$ cat src/rtl/sevenseg_scan_engine_if.sv
// sevenseg_scan_engine_if: display data in, scan drive out.
// master = display controller, slave = scan engine.
interface sevenseg_scan_engine_if #(
  parameter int NUM_DIGITS = 4,
  parameter int CODE_W     = 5,
  parameter int DIM_W      = 3
);
  logic                         tick_scan;
  logic                         tick_1s;
  logic [NUM_DIGITS*CODE_W-1:0] chars;
  logic [NUM_DIGITS-1:0]        blink_mask;
  logic [NUM_DIGITS-1:0]        dp_mask;
  logic [DIM_W-1:0]             brightness;
  logic [6:0]                   seg;
  logic [NUM_DIGITS-1:0]        an;
  logic                         dp;
  logic                         frame_start;

  modport master (
    output tick_scan, tick_1s, chars,
    output blink_mask, dp_mask, brightness,
    input  seg, an, dp, frame_start
  );

  modport slave (
    input  tick_scan, tick_1s, chars,
    input  blink_mask, dp_mask, brightness,
    output seg, an, dp, frame_start
  );
endinterface

$ cat src/rtl/sevenseg_scan_engine.sv
// sevenseg_scan_engine: multiplexed 7-seg scan, PWM dim, blink.
// Optional SEVENSEG_LZ_SUPPRESS_EN blanks leading zero digits.
module seven_segs_decoder #(
  parameter int CODE_W = 5
) (
  input  logic [CODE_W-1:0] i_code,
  output logic [6:0]        o_seg
);
  logic [7:0] w_c;
  logic [6:0] w_on;

  assign w_c = 8'(i_code);

  // w_on is active-high gfedcba; unknown codes are blank
  always_comb begin
    w_on = 7'h00;
    case (w_c)
      8'd0:  w_on = 7'h3F;
      8'd1:  w_on = 7'h06;
      8'd2:  w_on = 7'h5B;
      8'd3:  w_on = 7'h4F;
      8'd4:  w_on = 7'h66;
      8'd5:  w_on = 7'h6D;
      8'd6:  w_on = 7'h7D;
      8'd7:  w_on = 7'h07;
      8'd8:  w_on = 7'h7F;
      8'd9:  w_on = 7'h6F;
      8'd10: w_on = 7'h77;
      8'd11: w_on = 7'h7C;
      8'd12: w_on = 7'h39;
      8'd13: w_on = 7'h5E;
      8'd14: w_on = 7'h79;
      8'd15: w_on = 7'h71;
      8'd16: w_on = 7'h76;
      8'd17: w_on = 7'h38;
      8'd18: w_on = 7'h73;
      8'd19: w_on = 7'h3E;
      8'd20: w_on = 7'h54;
      8'd21: w_on = 7'h5C;
      8'd22: w_on = 7'h40;
      default: w_on = 7'h00;
    endcase
  end

  assign o_seg = ~w_on;
endmodule

module sevenseg_scan_engine #(
  parameter int NUM_DIGITS = 4,
  parameter int CODE_W     = 5,
  parameter int DIM_W      = 3,
  parameter int BLANK_CODE = 23
) (
  input logic                   clk,
  input logic                   reset,
  sevenseg_scan_engine_if.slave bus
);
  localparam int SW = (NUM_DIGITS > 1) ? $clog2(NUM_DIGITS) : 1;
  localparam logic [CODE_W-1:0] BLANK = CODE_W'(BLANK_CODE);
  localparam logic [SW-1:0] LAST = SW'(NUM_DIGITS - 1);

  logic [SW-1:0]                r_slot;
  logic [DIM_W-1:0]             r_sub;
  logic                         r_phase;
  logic [NUM_DIGITS*CODE_W-1:0] r_sh_chars;
  logic [NUM_DIGITS-1:0]        r_sh_blink;
  logic [NUM_DIGITS-1:0]        r_sh_dp;
  logic [DIM_W-1:0]             r_sh_bri;
  logic [NUM_DIGITS-1:0]        r_an;
  logic                         r_dp;
  logic [CODE_W-1:0]            r_code;
  logic                         r_frame;

  logic                  w_sub_wrap;
  logic                  w_frame_wrap;
  logic                  w_lit;
  logic [NUM_DIGITS-1:0] w_an_sel;
  logic [CODE_W-1:0]     w_disp [NUM_DIGITS];
  logic [6:0]            w_seg;
`ifdef SEVENSEG_LZ_SUPPRESS_EN
  logic                  w_lead;
`endif

  assign w_sub_wrap   = bus.tick_scan & (&r_sub);
  assign w_frame_wrap = w_sub_wrap & (r_slot == LAST);

  always_ff @(posedge clk) begin
    if (reset) begin
      r_slot     <= '0;
      r_sub      <= '0;
      r_phase    <= 1'b0;
      r_sh_chars <= {NUM_DIGITS{BLANK}};
      r_sh_blink <= '0;
      r_sh_dp    <= '0;
      r_sh_bri   <= '0;
      r_frame    <= 1'b0;
    end else begin
      if (bus.tick_scan)
        r_sub <= r_sub + 1'b1;
      if (w_sub_wrap)
        r_slot <= (r_slot == LAST) ? '0 : r_slot + 1'b1;
      if (bus.tick_1s)
        r_phase <= ~r_phase;
      // shadows only move at the frame boundary
      if (w_frame_wrap) begin
        r_sh_chars <= bus.chars;
        r_sh_blink <= bus.blink_mask;
        r_sh_dp    <= bus.dp_mask;
        r_sh_bri   <= bus.brightness;
      end
      r_frame <= w_frame_wrap;
    end
  end

  always_comb begin
    for (int i = 0; i < NUM_DIGITS; i++)
      w_disp[i] = r_sh_chars[i*CODE_W +: CODE_W];
`ifdef SEVENSEG_LZ_SUPPRESS_EN
    w_lead = 1'b1;
    for (int i = NUM_DIGITS - 1; i > 0; i--) begin
      if (w_disp[i] != '0)
        w_lead = 1'b0;
      if (w_lead)
        w_disp[i] = BLANK;
    end
`endif
  end

  // sub == 0 is always dark so adjacent digits never ghost
  assign w_lit = (r_sub != '0) && (r_sub <= r_sh_bri) &&
                 !(r_sh_blink[r_slot] && r_phase);

  always_comb begin
    w_an_sel = '1;
    w_an_sel[r_slot] = 1'b0;
  end

  always_ff @(posedge clk) begin
    if (reset) begin
      r_an   <= '1;
      r_dp   <= 1'b1;
      r_code <= BLANK;
    end else if (w_lit) begin
      r_an   <= w_an_sel;
      r_dp   <= ~r_sh_dp[r_slot];
      r_code <= w_disp[r_slot];
    end else begin
      r_an   <= '1;
      r_dp   <= 1'b1;
      r_code <= BLANK;
    end
  end

  seven_segs_decoder #(
    .CODE_W (CODE_W)
  ) u_dec (
    .i_code (r_code),
    .o_seg  (w_seg)
  );

  assign bus.seg         = w_seg;
  assign bus.an          = r_an;
  assign bus.dp          = r_dp;
  assign bus.frame_start = r_frame;
endmodule

$ cat src/flat_wrapper.sv
// flat-port wrapper written by rule: the top's interface ports become plain ports
module sevenseg_scan_engine_flat 
#(
  parameter int NUM_DIGITS = 4,
  parameter int CODE_W     = 5,
  parameter int DIM_W      = 3,
  parameter int BLANK_CODE = 23
)
  (clk, reset, bus_tick_scan, bus_tick_1s, bus_chars, bus_blink_mask, bus_dp_mask, bus_brightness, bus_seg, bus_an, bus_dp, bus_frame_start);
  sevenseg_scan_engine_if #(.NUM_DIGITS(NUM_DIGITS), .CODE_W(CODE_W), .DIM_W(DIM_W)) bus_i ();
  input logic clk;
  input logic reset;
  input wire logic [$bits(bus_i.tick_scan)-1:0] bus_tick_scan;
  input wire logic [$bits(bus_i.tick_1s)-1:0] bus_tick_1s;
  input wire logic [$bits(bus_i.chars)-1:0] bus_chars;
  input wire logic [$bits(bus_i.blink_mask)-1:0] bus_blink_mask;
  input wire logic [$bits(bus_i.dp_mask)-1:0] bus_dp_mask;
  input wire logic [$bits(bus_i.brightness)-1:0] bus_brightness;
  output wire logic [$bits(bus_i.seg)-1:0] bus_seg;
  output wire logic [$bits(bus_i.an)-1:0] bus_an;
  output wire logic [$bits(bus_i.dp)-1:0] bus_dp;
  output wire logic [$bits(bus_i.frame_start)-1:0] bus_frame_start;
  assign bus_i.tick_scan = bus_tick_scan;
  assign bus_i.tick_1s = bus_tick_1s;
  assign bus_i.chars = bus_chars;
  assign bus_i.blink_mask = bus_blink_mask;
  assign bus_i.dp_mask = bus_dp_mask;
  assign bus_i.brightness = bus_brightness;
  assign bus_seg = bus_i.seg;
  assign bus_an = bus_i.an;
  assign bus_dp = bus_i.dp;
  assign bus_frame_start = bus_i.frame_start;
  sevenseg_scan_engine #(.NUM_DIGITS(NUM_DIGITS), .CODE_W(CODE_W), .DIM_W(DIM_W), .BLANK_CODE(BLANK_CODE)) u_core (.clk(clk), .reset(reset), .bus(bus_i));
endmodule
$ cat config.mk
export PLATFORM = sky130hd
export DESIGN_NAME = sevenseg_scan_engine_flat
export DESIGN_NICKNAME = d
export VERILOG_FILES = /design/src/rtl/sevenseg_scan_engine_if.sv /design/src/rtl/sevenseg_scan_engine.sv /design/src/flat_wrapper.sv
export SDC_FILE = /design/constraint.sdc
export NUM_CORES = 1
export LEC_CHECK = 0
export CAP_MARGIN = 20
export CELL_PAD_IN_SITES_DETAIL_PLACEMENT = 0
export CELL_PAD_IN_SITES_GLOBAL_PLACEMENT = 2
export CORE_AREA = 2 2 123 65
export CTS_CLUSTER_DIAMETER = 120
export DETAILED_ROUTE_END_ITERATION = 10
export DIE_AREA = 0 0 125 67
export PLACE_DENSITY_LB_ADDON = 0.1
export SLEW_MARGIN = 20
export SYNTH_ARGS = -nofsm -noshare
export SYNTH_HDL_FRONTEND = slang
export SYNTH_SLANG_ARGS = --single-unit
export TNS_END_PERCENT = 20
$ cat constraint.sdc
create_clock -name clk -period 3.2 [get_ports clk]
set_input_delay 0.96 -clock clk [delete_from_list [all_inputs] [get_ports clk]]
set_output_delay 0.96 -clock clk [all_outputs]
set_load 0.02 [all_outputs]
==> impl_metrics.env <==
export IMPL_run_status="complete, no violations"
export IMPL_grt_max_degree=20
export IMPL_grt_first_pass_wirelength_mm=8.880
export IMPL_power_mw=1.425
export IMPL_grt_pass1_vias=1890
export IMPL_overflow=0
export IMPL_die_w_um=125
export IMPL_netlist_area_um2=2283
export IMPL_post_route_min_period_ps=2900
export IMPL_synth_cells_most_frequent="dfxtp_1 (50), inv_1 (22), ha_1 (18)"
export IMPL_rsz0062_at_grt="false"
export IMPL_yosys_area_top_type="dfxtp_1"
export IMPL_max_slew_margin_pct=54.53
export IMPL_cp_slowest_cell="clkdlybuf4s50_1"
export IMPL_first_pass_iters=4
export IMPL_synth_most_common_cell="dfxtp_1"
export IMPL_chipHeight_um=67
export IMPL_htree_levels=2
export IMPL_cts_clk_slew_worst_paths_ps=60
export IMPL_clockRootBuffer="clkbuf_16"
export IMPL_yosysTopAreaCellShare_pct=43.84
export IMPL_dpl_instance_area_um2=2893
export IMPL_dpl_worst_slack_ps=4.692
export IMPL_period_share_pct=90.61
export IMPL_hp_class="flip-flop to flip-flop"
export IMPL_async_flop_share_pct=0
export IMPL_worstSetupPathType="input port to flip-flop"
export IMPL_grt_antenna_before_repair=0
export IMPL_gp_congestion=0.8671
export IMPL_detail_route_wl_per_cell_um=14.46
export IMPL_clk_latency_ps=290
export IMPL_synth_xor_area_share_pct=1.534
export IMPL_drive_gt1_share_pct=9.630
export IMPL_max_cap_viol_count=0
export IMPL_final_fill_count=729
export IMPL_rows=22
export IMPL_clockBufferDepth=2
export IMPL_nets=322
export IMPL_routed_via_density=4.940
export IMPL_cp_max_fo=5
export IMPL_crit_chain="clkdlybuf4s50_1 -> a221o_1 -> a21oi_1 -> or2b_1 -> inv_1 -> ha_1 -> and3_1 -> nor4_2 -> a311o_1"
export IMPL_routed_wl_mm=5.291
export IMPL_synth_edf_count=0
export IMPL_required_ps=3380
export IMPL_drtIter0Drc=88
export IMPL_layout_setup_ws_ps=300.4
export IMPL_syn2layout_area_growth_pct=35.40
export IMPL_fin_area_um2=3092
export IMPL_yosysSeqAreaShare_pct=43.84
export IMPL_cts_resized_gates=0
export IMPL_dr_total_vias=1808
export IMPL_track_usage_pct=13.58
export IMPL_ys_flop_type="dfxtp_1"
export IMPL_core_area_um2=7212
export IMPL_synth_area_top_cells="dfxtp_1 (44%), ha_1 (9.9%), o22a_1 (6.1%), mux4_1 (5.8%), a22o_1 (5.0%)"
export IMPL_final_setup_skew_ps=5.216
export IMPL_tritoncts="done"
export IMPL_post_cts_setup_buffers=0
export IMPL_ios=48
export IMPL_hold_buffers=0
export IMPL_postSynthCellCount=218
export IMPL_yosysWarnings=0
export IMPL_setup_viol=0
export IMPL_synthDistinctLibCells=43
export IMPL_hold_viol=0
export IMPL_synth_compound_area_share_pct=19.56
export IMPL_drtAntennaViolNets=0
export IMPL_numCtsBuffers=5
export IMPL_clock_sinks=50
export IMPL_p_per_area_nw_per_um2=461.0
export IMPL_drcViolationCount=0
export IMPL_max_freq_ghz=0.3449
export IMPL_end_kind="flip-flop"
export IMPL_post_dp_hpwl_mm=3.917
export IMPL_syn_mean_instance_area_um2=10.47
export IMPL_synth_fa_ha_area_share_pct=9.863
export IMPL_synth_top_family_by_area="compound AO/OA/AOI/OAI gates"
export IMPL_critPathMaxStageDelay_ps=420
export IMPL_die_area_um2=8375
export IMPL_portBuffers=47
export IMPL_arrival_ps=3070
export IMPL_startpoint_type="input port"
export IMPL_ys_ff_latch=50
export IMPL_slew_viol_final=0
export IMPL_ir_drop_mv=0.1902
export IMPL_synthSimpleGateAreaFrac_pct=8.877
export IMPL_setup_tns_ps=0
export IMPL_syn_nets=271
export IMPL_leakage_nw=1.191
export IMPL_start_util_pct=31.66
export IMPL_diodes=0
export IMPL_synth_mux_area_share_pct=9.973
export IMPL_tightest_slew_ps=679.8
[placed cells by master, fill, tap and decap left out, types with 2 or more instances in the layout]
master / count
mux2i_1: 4
bufinv_16: 2
nand3_1: 3
dfxtp_1: 50
ha_1: 18
buf_4: 10
nor2b_1: 2
a211o_1: 2
xnor2_1: 3
o22a_1: 16
clkbuf_16: 5
mux4_2: 2
nor2_1: 9
a31oi_1: 2
nand2_1: 14
o21ai_0: 7
a22o_1: 13
clkdlybuf4s50_1: 47
mux4_1: 5
nand2b_1: 2
inv_1: 22
nor3_1: 4
a21oi_1: 7
[cell families (layout without fill, tap and decap cells)]
kind of cell             after synthesis  count (layout)
AND/OR/NAND/NOR                       41              41
buffers and inverters                 35              87
adder cells (fa/ha/maj)               18              18
AO/OA/AOI/OAI                         58              58
XOR/XNOR                               4               4
multiplexers                          12              12
flip-flops                            50              50
[critical path, delay by kind of cell]
kind,cells,cell delay [ps]
AO/OA/AOI/OAI,3,830
adder cells (fa/ha/maj),1,180
buffers and inverters,2,550
AND/OR/NAND/NOR,3,550
[routing by layer]
metal	wire [µm]	vias to the layer above	global-route usage [%]	part of all wire, %
li1	-	883	-	-
met3	279	8	4.578	5.3
met5	0	-	0	0
met1	2527	874	16.59	48
met4	67	0	4.306	1.3
met2	2416	43	22.96	46
[through the flow]
step           hold WS [ps]  utilization, %  instances
2_1_floorplan         440.5               -        218
3_3_place_gp          454.9           40.02        358
3_5_place_dp          461.7           40.11        358
4_1_cts               479.2           42.87        366
5_1_grt               502.5           42.87        366
6_report              477.6           42.87        366
[sequential cells by signal, summed over array words and instances (netlist names)]
| signal | count |
|---|---|
| u_core.r_sh_chars | 20 |
| u_core.u_dec.w_on | 7 |
| u_core.bus.an | 4 |
| u_core.r_sh_blink | 4 |
| u_core.r_sh_dp | 4 |
| u_core.r_sh_bri | 3 |
| u_core.r_sub | 3 |
| u_core.r_slot | 2 |
| u_core.bus.dp | 1 |
| u_core.bus.frame_start | 1 |
| u_core.r_phase | 1 |
[power breakdown]
part           total [mW]  switching, mW  internal, mW
Sequential          0.632        0.00433         0.627
Combinational      0.0956         0.0381        0.0575
Clock               0.698          0.229         0.469
Total                1.43          0.271          1.15
[final timing paths]
| path | startpoint | end | slack [ps] | cells after the start |
|---|---|---|---|---|
| worst max-delay path | reset | u_core.u_dec.w_on[6] | 300 | 9 |
| worst min-delay path | u_core.r_sh_chars[10] | u_core.r_sh_chars[10] | 480 | 1 |
| worst max register to register | u_core.r_slot[0] | u_core.u_dec.w_on[6] | 480 | 9 |
| worst min register to register | u_core.r_sh_chars[10] | u_core.r_sh_chars[10] | 480 | 1 |
[layout make-up]
class,instances,area [µm²],share of cell area [%]
Inverter,22,82.58,2.671
Clock buffer,6,138.9,4.492
Clock inverter,2,60.06,1.943
Tap cell,96,120.1,3.885
Multi-Input combinational cell,133,1144,36.99
Sequential cell,50,1001,32.38
Timing Repair Buffer,57,545.5,17.64
Note: power is estimated with default switching activity, not from simulation.
